`config.mk`:
```
export PLATFORM = sky130hd
export DESIGN_NAME = aud_i2s_capture
export DESIGN_NICKNAME = d
export VERILOG_FILES = /design/src/rtl/aud_i2s_capture.sv
export SDC_FILE = /design/constraint.sdc
export NUM_CORES = 1
export LEC_CHECK = 0
export ABC_AREA = 1
export CAP_MARGIN = 40
export CORE_MARGIN = 1
export CORE_UTILIZATION = 54
export CTS_CLUSTER_DIAMETER = 120
export CTS_CLUSTER_SIZE = 20
export DETAILED_ROUTE_END_ITERATION = 8
export PLACE_DENSITY = 0.8
export SKIP_CTS_REPAIR_TIMING = 1
export SYNTH_ARGS = -nofsm -noshare
export SYNTH_HDL_FRONTEND = slang
export SYNTH_SLANG_ARGS = --single-unit
```
`constraint.sdc`:
```
create_clock -name i_AUD_BCLK -period 3.4 [get_ports i_AUD_BCLK]
set_input_delay 0.68 -clock i_AUD_BCLK [delete_from_list [all_inputs] [get_ports i_AUD_BCLK]]
set_output_delay 0.68 -clock i_AUD_BCLK [all_outputs]
set_load 0.02 [all_outputs]
```
`src/rtl/aud_i2s_capture.sv`:
```
// -----------------------------------------------------------------------------
// aud_i2s_capture
//
// I2S capture and SRAM write sequencer for the WM8731 ADC path. Deserializes
// 16-bit samples from AUD_ADCDAT (MSB first, one BCLK after the LRCK edge),
// then presents one word with a single-cycle write strobe per sample. Keeps
// the record address and take length under start / pause / stop control.
//
// Build option:
//   AUD_CAP_STEREO_EN  - when defined, capture left (even address) and right
//                        (following odd address) words every frame. When
//                        undefined, only the left channel is captured.
//
// Parameters:
//   ADDR_W    SRAM word-address width
//   MAX_ADDR  last writable address (must be odd in the stereo build)
//
// Ports:
//   i_AUD_BCLK  bit clock, all logic on its rising edge
//   i_rst_n     asynchronous reset, asserted while HIGH (legacy name)
//   i_lrc       AUD_ADCLRCK, low = left channel
//   i_data      AUD_ADCDAT, MSB first
//   i_start     begin a new take (IDLE) or resume (PAUSED)
//   i_pause     pause at the next sample boundary
//   i_stop      abort immediately, partial sample discarded
//   o_address   SRAM write address, valid while o_we = 1
//   o_data      captured sample, holds between strobes
//   o_we        one-cycle write strobe
//   o_busy      high in WAIT, SHIFT and STORE
//   o_full      sticky, set once MAX_ADDR has been written
//   o_len       number of words written in the current take
// -----------------------------------------------------------------------------
module aud_i2s_capture #(
  parameter int                ADDR_W   = 20,
  parameter logic [ADDR_W-1:0] MAX_ADDR = {ADDR_W{1'b1}}
) (
  input  logic              i_AUD_BCLK,
  input  logic              i_rst_n,
  input  logic              i_lrc,
  input  logic              i_data,
  input  logic              i_start,
  input  logic              i_pause,
  input  logic              i_stop,
  output logic [ADDR_W-1:0] o_address,
  output logic [15:0]       o_data,
  output logic              o_we,
  output logic              o_busy,
  output logic              o_full,
  output logic [ADDR_W:0]   o_len
);

`ifdef AUD_CAP_STEREO_EN
  localparam bit STEREO = 1'b1;
`else
  localparam bit STEREO = 1'b0;
`endif

  localparam logic [ADDR_W-1:0] ADDR_ONE = 1;
  localparam logic [ADDR_W:0]   LEN_ONE  = 1;

  typedef enum logic [2:0] {
    S_IDLE,
    S_WAIT,
    S_SHIFT,
    S_STORE,
    S_PAUSED
  } state_t;

  state_t            state_q, state_d;
  logic              lrc_q;
  logic [15:0]       shift_q, shift_d;
  logic [3:0]        cnt_q, cnt_d;
  logic              pend_q, pend_d;    // pause requested during a sample
  logic              ch_q, ch_d;        // 0 = left word next, 1 = right word next
  logic [ADDR_W-1:0] addr_q, addr_d;
  logic [15:0]       data_q, data_d;
  logic              we_q, we_d;
  logic              busy_q, busy_d;
  logic              full_q, full_d;
  logic [ADDR_W:0]   len_q, len_d;

  logic left_edge, right_edge, frame_edge, last_word;

  assign left_edge  = lrc_q & ~i_lrc;
  assign right_edge = ~lrc_q & i_lrc;
  // In stereo, the second word of the frame is framed by the rising LRCK edge.
  assign frame_edge = (STEREO && ch_q) ? right_edge : left_edge;
  // Full and pause only act on the last word of a frame.
  assign last_word  = !STEREO || ch_q;

  // NOTE: every signal assigned here gets a default first, so no path can
  // leave it unassigned and infer a latch.
  always_comb begin
    state_d = state_q;
    shift_d = shift_q;
    cnt_d   = cnt_q;
    pend_d  = pend_q;
    ch_d    = ch_q;
    addr_d  = addr_q;
    data_d  = data_q;
    we_d    = 1'b0;
    full_d  = full_q;
    len_d   = len_q;

    // Address and length advance the cycle after the strobe. A write at
    // MAX_ADDR leaves the address parked there.
    if (we_q) begin
      len_d = len_q + LEN_ONE;
      if (!full_q) addr_d = addr_q + ADDR_ONE;
    end

    if (i_stop) begin
      // Stop wins over everything; a partial sample is simply dropped.
      state_d = S_IDLE;
      pend_d  = 1'b0;
      ch_d    = 1'b0;
    end else begin
      unique case (state_q)
        S_IDLE: begin
          if (i_start && !i_pause) begin
            addr_d  = '0;
            len_d   = '0;
            full_d  = 1'b0;
            pend_d  = 1'b0;
            ch_d    = 1'b0;
            state_d = S_WAIT;
          end
        end

        S_WAIT: begin
          if (i_pause && last_word) begin
            state_d = S_PAUSED;
          end else begin
            // Between left and right words the pause is deferred.
            if (i_pause) pend_d = 1'b1;
            if (frame_edge) begin
              cnt_d   = '0;
              state_d = S_SHIFT;
            end
          end
        end

        S_SHIFT: begin
          if (i_pause) pend_d = 1'b1;
          shift_d = {shift_q[14:0], i_data};
          cnt_d   = cnt_q + 4'd1;
          if (cnt_q == 4'd15) state_d = S_STORE;
        end

        S_STORE: begin
          we_d   = 1'b1;
          data_d = shift_q;
          if (last_word && addr_q == MAX_ADDR) begin
            full_d  = 1'b1;
            pend_d  = 1'b0;
            ch_d    = 1'b0;
            state_d = S_IDLE;
          end else if (!last_word) begin
            ch_d    = 1'b1;
            pend_d  = pend_q | i_pause;
            state_d = S_WAIT;
          end else if (pend_q || i_pause) begin
            pend_d  = 1'b0;
            ch_d    = 1'b0;
            state_d = S_PAUSED;
          end else begin
            ch_d    = 1'b0;
            state_d = S_WAIT;
          end
        end

        S_PAUSED: begin
          if (i_start && !i_pause) state_d = S_WAIT;
        end

        default: state_d = S_IDLE;
      endcase
    end

    busy_d = (state_d == S_WAIT) || (state_d == S_SHIFT) || (state_d == S_STORE);
  end

  // NOTE: sequential state uses non-blocking assignments so every flop
  // samples the pre-edge values regardless of statement order.
  always_ff @(posedge i_AUD_BCLK or posedge i_rst_n) begin
    if (i_rst_n) begin
      state_q <= S_IDLE;
      lrc_q   <= 1'b1;
      shift_q <= '0;
      cnt_q   <= '0;
      pend_q  <= 1'b0;
      ch_q    <= 1'b0;
      addr_q  <= '0;
      data_q  <= '0;
      we_q    <= 1'b0;
      busy_q  <= 1'b0;
      full_q  <= 1'b0;
      len_q   <= '0;
    end else begin
      state_q <= state_d;
      lrc_q   <= i_lrc;
      shift_q <= shift_d;
      cnt_q   <= cnt_d;
      pend_q  <= pend_d;
      ch_q    <= ch_d;
      addr_q  <= addr_d;
      data_q  <= data_d;
      we_q    <= we_d;
      busy_q  <= busy_d;
      full_q  <= full_d;
      len_q   <= len_d;
    end
  end

  assign o_address = addr_q;
  assign o_data    = data_q;
  assign o_we      = we_q;
  assign o_busy    = busy_q;
  assign o_full    = full_q;
  assign o_len     = len_q;

endmodule

```
==> metrics.yaml <==
outcome:
  run_status: "finished, final reports clean"
layout:
  diodes: 0
  finalNetCount: 591
  drive_above_1_share: 0.1109
  area_growth_pct: 22.54
global_route:
  grt_overflow: 0
  grt_pass1_wl_um: 15710
  antenna_found_initial: 0
  grt_max_degree: 49
  grt_pass1_vias: 3419
  grt_usage: 0.2362
yosys:
  yosysWarnings: 0
  syn-cell-area_um2: 4185
  ys_async_sr_fraction: 1.000
  yosys-top-cells-area: "dfrtp_1 (50%), nand2_1 (10%), inv_1 (5.9%), nor2_1 (4.9%), o21ai_0 (3.7%)"
  synth_top_area_frac: 0.5022
  synth-main-ff-cell: "dfrtp_1"
  synth-edff-count: 0
  syn_area_per_cell_um2: 8.174
  yosysMostFrequentCell: "nand2_1"
  synth.distinct_cells: 32
  ys_seq_area_frac: 0.5085
  ys_ff_latch: 85
  synth_cells: 512
  synth_common_cells: "nand2_1 (116), dfrtp_1 (84), inv_1 (66)"
  synth_nets: 522
  synth_top_area_cell: "dfrtp_1"
pwr:
  leakage_nw: 2.353
  vdd_drop_max_mv: 0.3327
  finalPower_mw: 2.093
  power.density_nw_per_um2: 408.0
setup_path:
  cpPeakStageDelay_ps: 700
  worstPathCellList: "clkdlybuf4s50_1"
  crit_type: "flip-flop to output port"
  critPathSlowestCell: "clkdlybuf4s50_1"
  cp-start-kind: "flip-flop"
  cp_max_fo: 9
  cp_num_buf_inv: 1
  worstPathArrival_ps: 1620
  cp.required_ps: 2720
  cp_top_family: "buffers and inverters"
  crit_path_end_kind: "output port"
clock_network:
  clk_transition_reported_paths_ps: 90
  cts_buffer_depth: 2
  cts-root-buf: "clkbuf_8"
  cts_buffers: 9
  cts_tree: "built"
  clkLatencyLatePin_ps: 360
  htree_levels: 3
  cts_sinks: 85
routing:
  dr_total_vias: 3508
  ant_nets: 0
  vias_per_cell: 5.121
  routedWlPerCell_um: 12.76
  first_iter_violations: 194
  drt_first_pass_iters: 4
  drc: 0
  totalWireLength_um: 8741
sta:
  slew_violations: 0
  worstMarginPinSlew_ps: 672.1
  fin_crit_ps: 2304
  setup_viol: 0
  hold_violations: 0
  fmax_mhz: 434.1
  min_period_over_period: 0.6775
  fin_tns_setup_ps: 0
  rsz0062_at_grt: "no"
  slew_headroom: 0.5514
  finClkSkew_ps: 8.771
hold_path:
  min_path_type: "flip-flop to flip-flop"
floorplan:
  die_x_um: 90.04
  start_util: 0.5679
  ios: 67
  die_h_um: 90.04
  design.core.area_um2: 7370
  dieArea_um2: 8106
  rows: 31
placement:
  gp_congestion: 0.8632
  hpwl_um: 6354
  port_buffers: 66
run:
  max_cap_viol_count: 0
-- per-layer routing --
metal,GRT usage,wire (um),share of wire,vias to the layer above
li1,-,-,-,1755
met1,0.3197,4092,0.47,1670
met2,0.3861,4195,0.48,72
met3,0.03976,354,0.040,11
met4,0.08065,98,0.011,0
met5,0,0,0,-
-- sequential cells by signal, indices dropped and copies added, names as in the netlist, 3 cells and up --
name and count:
cnt_q 4, o_address 20, o_data 16, o_len 21, shift_q 16, state_q 3
-- through the flow --
step                worst slack (ps)  std cells  utilization  hold slack [ps]  cell area (um2)
finish                          1096        685       0.6959            490.9             5129
global route                    1035        685       0.6959            522.1             5129
CTS                             1073        685       0.6959            489.5             5129
detailed placement             953.0        669       0.6706            468.4             4942
global placement                1032        669       0.6706            461.2             4942
floorplan                      528.2        512            -            453.0             4185
-- cell type report --
class,count,area [um2]
Sequential cell,85,2128
Clock buffer,9,123.9
Fill cell,598,2241
Clock inverter,7,62.56
Timing Repair Buffer,69,695.7
Multi-Input combinational cell,341,1712
Tap cell,99,123.9
Inverter,75,282.8
-- layout by cell type, fill, tap and decap left out --
cell and n:
nor2_2 9, or2_1 1, o211ai_1 1, o21ai_0 31
o21ai_1 17, clkinv_2 2, inv_8 2, buf_12 1
clkdlybuf4s50_1 66, nand3_2 5, o21bai_1 1, inv_1 65
inv_2 9, nand4_1 9, nor2_4 8, xnor2_1 1
xor2_1 10, nor3b_1 2, dfstp_2 1, o21ai_2 1
clkbuf_8 9, o21a_1 4, nor3_1 6, a21oi_1 19
a31oi_1 3, buf_4 2, nand3_1 27, nand2_2 8
nor2_1 55, dfrtp_1 84, nand2_1 116, ha_1 3
nor3_2 2, inv_6 4, or2_2 1, nor3b_2 1
-- final timing paths --
check | end | slack [ps] | cells after the start | from
setup / recovery | o_we | 1100 | 1 | o_we
hold / removal | shift_q[15] | 490 | 2 | shift_q[14]
setup reg to reg | o_address[9] | 1710 | 6 | state_q[0]
hold reg to reg | shift_q[15] | 490 | 2 | shift_q[14]
max in group asynchronous | o_address[4] | 2010 | 3 | i_rst_n
min in group asynchronous | cnt_q[2] | 720 | 2 | i_rst_n
-- power by group --
| part | leakage [nW] | total, mW | internal, mW | switching, mW |
|---|---|---|---|---|
| clock | 0.0988 | 0.691 | 0.285 | 0.406 |
| sequential | 1.12 | 1.16 | 1.10 | 0.0577 |
| combinational | 1.14 | 0.240 | 0.0961 | 0.144 |
| total | 2.35 | 2.09 | 1.49 | 0.607 |
-- logic make-up (layout without fill, tap and decap cells) --
kind of cell / Yosys count / count (layout) / synth area share
AND/OR/NAND/NOR: 250 / 250 / 0.2795
flip-flops: 85 / 85 / 0.5085
buffers and inverters: 86 / 160 / 0.08251
AO/OA/AOI/OAI: 77 / 77 / 0.09746
adder cells (fa/ha/maj): 3 / 3 / 0.008970
XOR/XNOR: 11 / 11 / 0.02302
Power figures use the tool's default switching activity.
